<file path="src/rtl/bpsk_diff_demod.sv">
// bpsk_diff_demod: differential BPSK hard-decision demodulator fed by the
// CORDIC polar stream, with carrier search/lock and symbol-timing resync.
//
// Ports:
//   s00_axis_aclk     sole clock
//   s00_axis_areset   synchronous active-high reset
//   s00_axis_tvalid   input sample valid
//   s00_axis_tlast    last sample of a packet
//   s00_axis_tdata    {angle[15:0], mag[15:0]}
//   s00_axis_tready   sample accepted when tvalid && tready
//   m00_axis_tvalid   bit decision valid
//   m00_axis_tlast    decision came from a tlast sample
//   m00_axis_tdata    {mag[15:0], 15'b0, bit}
//   m00_axis_tready   downstream ready
//   m00_axis_tstrb    constant 4'hf
module bpsk_diff_demod #(
  parameter int C_S00_AXIS_TDATA_WIDTH = 32,
  parameter int C_M00_AXIS_TDATA_WIDTH = 32,
  parameter int C_SAMPLES_PER_SYMBOL   = 8,
  parameter int C_MAG_THRESH           = 1000,
  parameter int C_SYNC_COUNT           = 4,
  parameter int C_LOSS_COUNT           = 4
) (
  input  logic                              s00_axis_aclk,
  input  logic                              s00_axis_areset,
  input  logic                              s00_axis_tvalid,
  input  logic                              s00_axis_tlast,
  input  logic [C_S00_AXIS_TDATA_WIDTH-1:0] s00_axis_tdata,
  output logic                              s00_axis_tready,
  output logic                              m00_axis_tvalid,
  output logic                              m00_axis_tlast,
  output logic [C_M00_AXIS_TDATA_WIDTH-1:0] m00_axis_tdata,
  input  logic                              m00_axis_tready,
  output logic [3:0]                        m00_axis_tstrb
);

  typedef enum logic {
    SEARCH = 1'b0,
    LOCKED = 1'b1
  } state_t;

  localparam int CW = $clog2(C_SAMPLES_PER_SYMBOL);
  localparam int SW = $clog2(C_SYNC_COUNT + 1);
  localparam int LW = $clog2(C_LOSS_COUNT + 1);

  localparam logic [CW-1:0] L_MID =
    CW'(C_SAMPLES_PER_SYMBOL / 2);
  localparam logic [SW-1:0] L_SYNC =
    SW'(C_SYNC_COUNT);
  localparam logic [LW-1:0] L_LOSS =
    LW'(C_LOSS_COUNT);
  localparam logic [15:0] L_THRESH =
    16'(C_MAG_THRESH);
  localparam logic [15:0] L_Q1 = 16'd16384;
  localparam logic [15:0] L_Q3 = 16'd49151;

  state_t                      r_state;
  logic [CW-1:0]               r_sample_cnt;
  logic [SW-1:0]               r_sync_cnt;
  logic [LW-1:0]               r_loss_cnt;
  logic [15:0]                 r_prev_angle;
  logic [15:0]                 r_sym_angle;
  logic                        r_first_sym;
  logic                        r_m_tvalid;
  logic                        r_m_tlast;
  logic [C_M00_AXIS_TDATA_WIDTH-1:0] r_m_tdata;

  logic [15:0]   w_mag;
  logic [15:0]   w_angle;
  logic          w_accept;
  logic          w_consume;
  logic [15:0]   w_delta;
  logic          w_flip;
  logic [CW-1:0] w_idx;
  logic          w_mid;
  logic [15:0]   w_sd;
  logic          w_bit;
  logic          w_low;
  logic [SW-1:0] w_sync_next;
  logic [LW-1:0] w_loss_next;

  assign w_mag   = s00_axis_tdata[15:0];
  assign w_angle = s00_axis_tdata[31:16];

  assign s00_axis_tready = !r_m_tvalid || m00_axis_tready;
  assign w_accept  = s00_axis_tvalid && s00_axis_tready;
  assign w_consume = r_m_tvalid && m00_axis_tready;

  // 16-bit wrap gives the angle difference modulo 2*pi
  assign w_delta = w_angle - r_prev_angle;
  assign w_flip  = (w_delta >= L_Q1) && (w_delta <= L_Q3);

  // a phase flip marks a symbol boundary: restart timing at index 0
  assign w_idx = w_flip ? '0 : r_sample_cnt;
  assign w_mid = (w_idx == L_MID);

  assign w_sd  = w_angle - r_sym_angle;
  assign w_bit = (w_sd >= L_Q1) && (w_sd <= L_Q3);

  assign w_low       = (w_mag < L_THRESH);
  assign w_sync_next = w_low ? '0 : r_sync_cnt + SW'(1);
  assign w_loss_next = w_low ? r_loss_cnt + LW'(1) : '0;

  assign m00_axis_tvalid = r_m_tvalid;
  assign m00_axis_tlast  = r_m_tlast;
  assign m00_axis_tdata  = r_m_tdata;
  assign m00_axis_tstrb  = 4'hf;

  always_ff @(posedge s00_axis_aclk) begin
    if (s00_axis_areset) begin
      r_state      <= SEARCH;
      r_sample_cnt <= '0;
      r_sync_cnt   <= '0;
      r_loss_cnt   <= '0;
      r_prev_angle <= '0;
      r_sym_angle  <= '0;
      r_first_sym  <= 1'b1;
      r_m_tvalid   <= 1'b0;
      r_m_tlast    <= 1'b0;
      r_m_tdata    <= '0;
    end else begin
      if (w_consume) begin
        r_m_tvalid <= 1'b0;
      end
      if (w_accept) begin
        r_prev_angle <= w_angle;
        unique case (r_state)
          SEARCH: begin
            r_sync_cnt <= w_sync_next;
            if (w_sync_next == L_SYNC) begin
              r_state      <= LOCKED;
              r_sample_cnt <= '0;
              r_loss_cnt   <= '0;
              r_first_sym  <= 1'b1;
            end
          end
          LOCKED: begin
            // power-of-two symbol length: natural wrap is mod N
            r_sample_cnt <= w_idx + CW'(1);
            r_loss_cnt   <= w_loss_next;
            if (w_mid) begin
              r_sym_angle <= w_angle;
              r_first_sym <= 1'b0;
              if (!r_first_sym) begin
                r_m_tvalid <= 1'b1;
                r_m_tlast  <= s00_axis_tlast;
                r_m_tdata  <= C_M00_AXIS_TDATA_WIDTH'(
                  {w_mag, 15'b0, w_bit});
              end
            end
            if ((w_loss_next == L_LOSS) ||
                s00_axis_tlast) begin
              r_state    <= SEARCH;
              r_sync_cnt <= '0;
            end
          end
          default: r_state <= SEARCH;
        endcase
      end
    end
  end

endmodule

</file>
<file path="config.mk">
export PLATFORM = sky130hd
export DESIGN_NAME = bpsk_diff_demod
export DESIGN_NICKNAME = d
export VERILOG_FILES = /design/src/rtl/bpsk_diff_demod.sv
export SDC_FILE = /design/constraint.sdc
export NUM_CORES = 1
export LEC_CHECK = 0
export BUFFER_PORTS_ARGS = -buffer_cell sky130_fd_sc_hd__buf_2
export CAP_MARGIN = 20
export CORE_ASPECT_RATIO = 0.8
export CORE_MARGIN = 4
export CORE_UTILIZATION = 35
export CTS_CLUSTER_DIAMETER = 60
export DETAILED_ROUTE_END_ITERATION = 10
export REMOVE_ABC_BUFFERS = 1
export SYNTH_ARGS = -nofsm -noshare
export SYNTH_HDL_FRONTEND = slang
export SYNTH_SLANG_ARGS = --single-unit
</file>
<file path="constraint.sdc">
create_clock -name s00_axis_aclk -period 9.05 [get_ports s00_axis_aclk]
set_input_delay 0.4525 -clock s00_axis_aclk [delete_from_list [all_inputs] [get_ports s00_axis_aclk]]
set_output_delay 0.4525 -clock s00_axis_aclk [all_outputs]
set_load 0.05 [all_outputs]
</file>
==> flow_metrics.env <==
export IMPL_hold_viol=0
export IMPL_numClockSinks=62
export IMPL_cts_max_path_buffers=2
export IMPL_gp_congestion=0.8120
export IMPL_grt_usage_pct=14.38
export IMPL_critical_path_class="flip-flop to flip-flop"
export IMPL_drt_met1_wl_mm=4.101
export IMPL_synthCells=464
export IMPL_rrSetupSlack_ps=5330
export IMPL_die_h_um=100.6
export IMPL_fmax_mhz=268.5
export IMPL_yosysSeqAreaShare_pct=33.07
export IMPL_cp_end_kind="flip-flop"
export IMPL_seqPwrFrac_pct=40.1
export IMPL_multi_input_area_um2=2188
export IMPL_ir_worst_vdd_mv=0.08019
export IMPL_area_growth_pct=15.87
export IMPL_cp_arrival_ps=3980
export IMPL_worstSetupStartpointType="flip-flop"
export IMPL_vias=3134
export IMPL_clock_latency_ps=330
export IMPL_place_area_um2=4046
export IMPL_fin_nets=588
export IMPL_dp_cells=642
export IMPL_highest_layer="met4"
export IMPL_worstPathRequired_ps=9310
export IMPL_p_switching_uw=202.8
export IMPL_nFillCells=1042
export IMPL_worstMarginPinSlew_ps=760.3
export IMPL_clk_pin_slew_worst_paths_ps=60
export IMPL_drt_pass1_iter_count=4
export IMPL_synthArstFlopShare_pct=0
export IMPL_antenna_found_initial=0
export IMPL_synth_edff_count=0
export IMPL_setup_violations=0
export IMPL_fin_ws_ps=5326
export IMPL_period_share_pct=41.15
export IMPL_ctsRootBufferMaster="clkbuf_16"
export IMPL_ys_ff_latch=62
export IMPL_ant_nets=0
export IMPL_cts_tree="done"
export IMPL_wl_per_cell_um=12.64
export IMPL_max_stage_delay_ps=510
export IMPL_dpl_hpwl_mm=6.095
export IMPL_max_slew_margin_pct=49.19
export IMPL_drive_above_1_share_pct=16.57
export IMPL_ys_flop_type="dfxtp_1"
export IMPL_setup_tns_ps=0
export IMPL_layoutNonFillerInstCount=659
export IMPL_fp_dieW_um=123.8
export IMPL_p_leak_nw=1.804
export IMPL_maxCapViolations=0
export IMPL_p_int_uw=495.6
export IMPL_syn_mean_instance_area_um2=8.090
export IMPL_place_ws_ps=5038
export IMPL_met2_length_mm=3.566
export IMPL_initial_core_util_pct=36.22
export IMPL_htree_num_levels=3
export IMPL_diodes=0
export IMPL_grt_pass1_vias=3094
export IMPL_rsz0062_at_grt="false"
export IMPL_synth_top_area_share_pct=33.07
export IMPL_core_um2=10360
export IMPL_rows=33
export IMPL_synth_distinct_cells=53
export IMPL_yosysWarnings=0
export IMPL_post_route_util_pct=41.97
export IMPL_total_power_uw=698.3
export IMPL_routed_wl_mm=8.328
export IMPL_status="complete, no violations"
export IMPL_regArea_um2=1241
export IMPL_synthTopCellsByArea="dfxtp_1, ha_1, nand2_1"
export IMPL_clkPwrFrac_pct=46.4
export IMPL_ctsHoldBuffers=0
export IMPL_period_needed_ps=3724
export IMPL_grt_pass1_wl_mm=14.12
export IMPL_fp_dieArea_um2=12460
export IMPL_powerDensity_nw_per_um2=160.6
export IMPL_switching_share_pct=29.03
export IMPL_via_per_inst=4.756
export IMPL_yosysTopAreaCell="dfxtp_1"
export IMPL_hold_path_class="primary input to flip-flop"
export IMPL_post_cts_setup_buffers=0
export IMPL_cp_num_buf_inv=3
export IMPL_ios=76
export IMPL_slew_violations=0
export IMPL_overflow=0
export IMPL_cp_cell_sequence="inv_1, ha_1, a21o_1, a21oi_1, o21ai_0, or4_4, nand3_1, a21boi_0, inv_1, ha_1, nand2_1, nor3_1, a21boi_2, buf_8, mux2i_1"
export IMPL_numPortBuffers=56
export IMPL_crit_fanout=12
export IMPL_drc=0
export IMPL_hold_ws_ps=362.6
export IMPL_cp_slowest_cell="or4_4"
export IMPL_cts_buffers=9
export IMPL_grt_max_degree=72
export IMPL_cts_resized=0
export IMPL_finish_instance_area_um2=4349
export IMPL_syn_area_um2=3754
export IMPL_dr_wl_met3_um=586
export IMPL_drt_iter0_drc=183
export IMPL_comb_power_share_pct=13.5
export IMPL_skew_ps=3.739
export IMPL_critical_path_top_delay_family="compound AO/OA/AOI/OAI gates"
[registers in the layout, indices dropped and copies added (netlist names)]
register / flops
r_prev_angle: 16
r_sample_cnt: 3
m00_axis_tlast: 1
r_loss_cnt: 3
r_state: 1
r_sym_angle: 16
m00_axis_tdata: 17
r_first_sym: 1
r_sync_cnt: 3
m00_axis_tvalid: 1
[worst paths after layout]
check / from / endpoint / depth (start not counted)
setup / recovery: r_prev_angle[12] / m00_axis_tdata[26] / 15
hold / removal: s00_axis_tdata[2] / m00_axis_tdata[18] / 3
setup reg to reg: r_prev_angle[12] / m00_axis_tdata[26] / 15
hold reg to reg: r_prev_angle[11] / r_prev_angle[11] / 2
[metal layers]
layer / up-vias / GRT usage (%)
met4: 0 / 5.532
met2: 80 / 21.69
met5: - / 0
li1: 1619 / -
met1: 1426 / 19.06
met3: 9 / 4.658
[power groups by stage]
stage,registers (mW),logic [mW],clock network (mW)
finish,0.280,0.0941,0.324
global route,0.281,0.106,0.346
CTS,0.280,0.0935,0.339
detailed placement,0.286,0.0931,0
global placement,0.286,0.0913,0
floorplan,0.286,0.0649,0
[synth_stat cells (2+ instances only)]
master	instances
nand2_1	112
dfxtp_1	62
a21oi_1	37
inv_1	36
ha_1	35
mux2i_1	34
buf_4	20
nor2_1	18
o21ai_0	12
nand3_1	11
clkbuf_1	10
a21o_1	5
and2_1	4
xnor2_1	4
a2111oi_0	3
a211oi_1	3
a22oi_1	3
and3_1	3
dlygate4sd1_1	3
nand2b_1	3
nand3b_1	3
nand4_1	3
nor3_1	3
o21a_1	3
buf_6	2
conb_1	2
fa_1	2
o311a_1	2
o31ai_1	2
[layout by cell type, fill, tap and decap left out, drive strengths merged, types with 2 or more instances in the layout]
cell type,instances
o21ai,13
nor2,18
inv,39
o21a,3
buf,59
a2111oi,3
conb,19
clkinvlp,3
fa,2
nand3,11
mux2i,34
nand2,112
dfxtp,62
o311a,2
a21o,5
nor3,3
clkbuf,9
nand3b,3
or4,2
o31ai,2
ha,35
xnor2,4
and2,5
a21oi,38
and3,3
a22oi,3
a211oi,4
nand4,3
nand2b,3
a21boi,2
clkinv,2
[final cells by class]
class,count,share of cell area [%]
multi-input combinational,345,50.32
clock buffer,9,5.178
clock inverter,7,1.323
sequential,62,28.54
timing repair buffer,59,7.422
inverter,37,3.193
tap,140,4.028
[kinds of logic after synthesis]
family	count (synthesis)	share of synthesized area [%]
muxes	35	9.367
buffers and inverters	74	10.63
adders and majority gates	37	12.73
xor gates and xnor gates	4	0.9332
and+or+nand+nor	169	19.60
other	2	0.2001
AOI/OAI and AO/OA	81	13.47
DFF	62	33.07
[worst register-to-register path, cell delays in order, from the launching register on]
cell      delay (ps)
dfxtp_1          330
inv_1             50
ha_1             300
a21o_1           190
a21oi_1          200
o21ai_0          170
or4_4            510
nand3_1          250
a21boi_0         220
inv_1             90
ha_1             130
nand2_1          100
nor3_1           170
a21boi_2         470
buf_8            240
mux2i_1          220
Power figures use the tool's default switching activity.
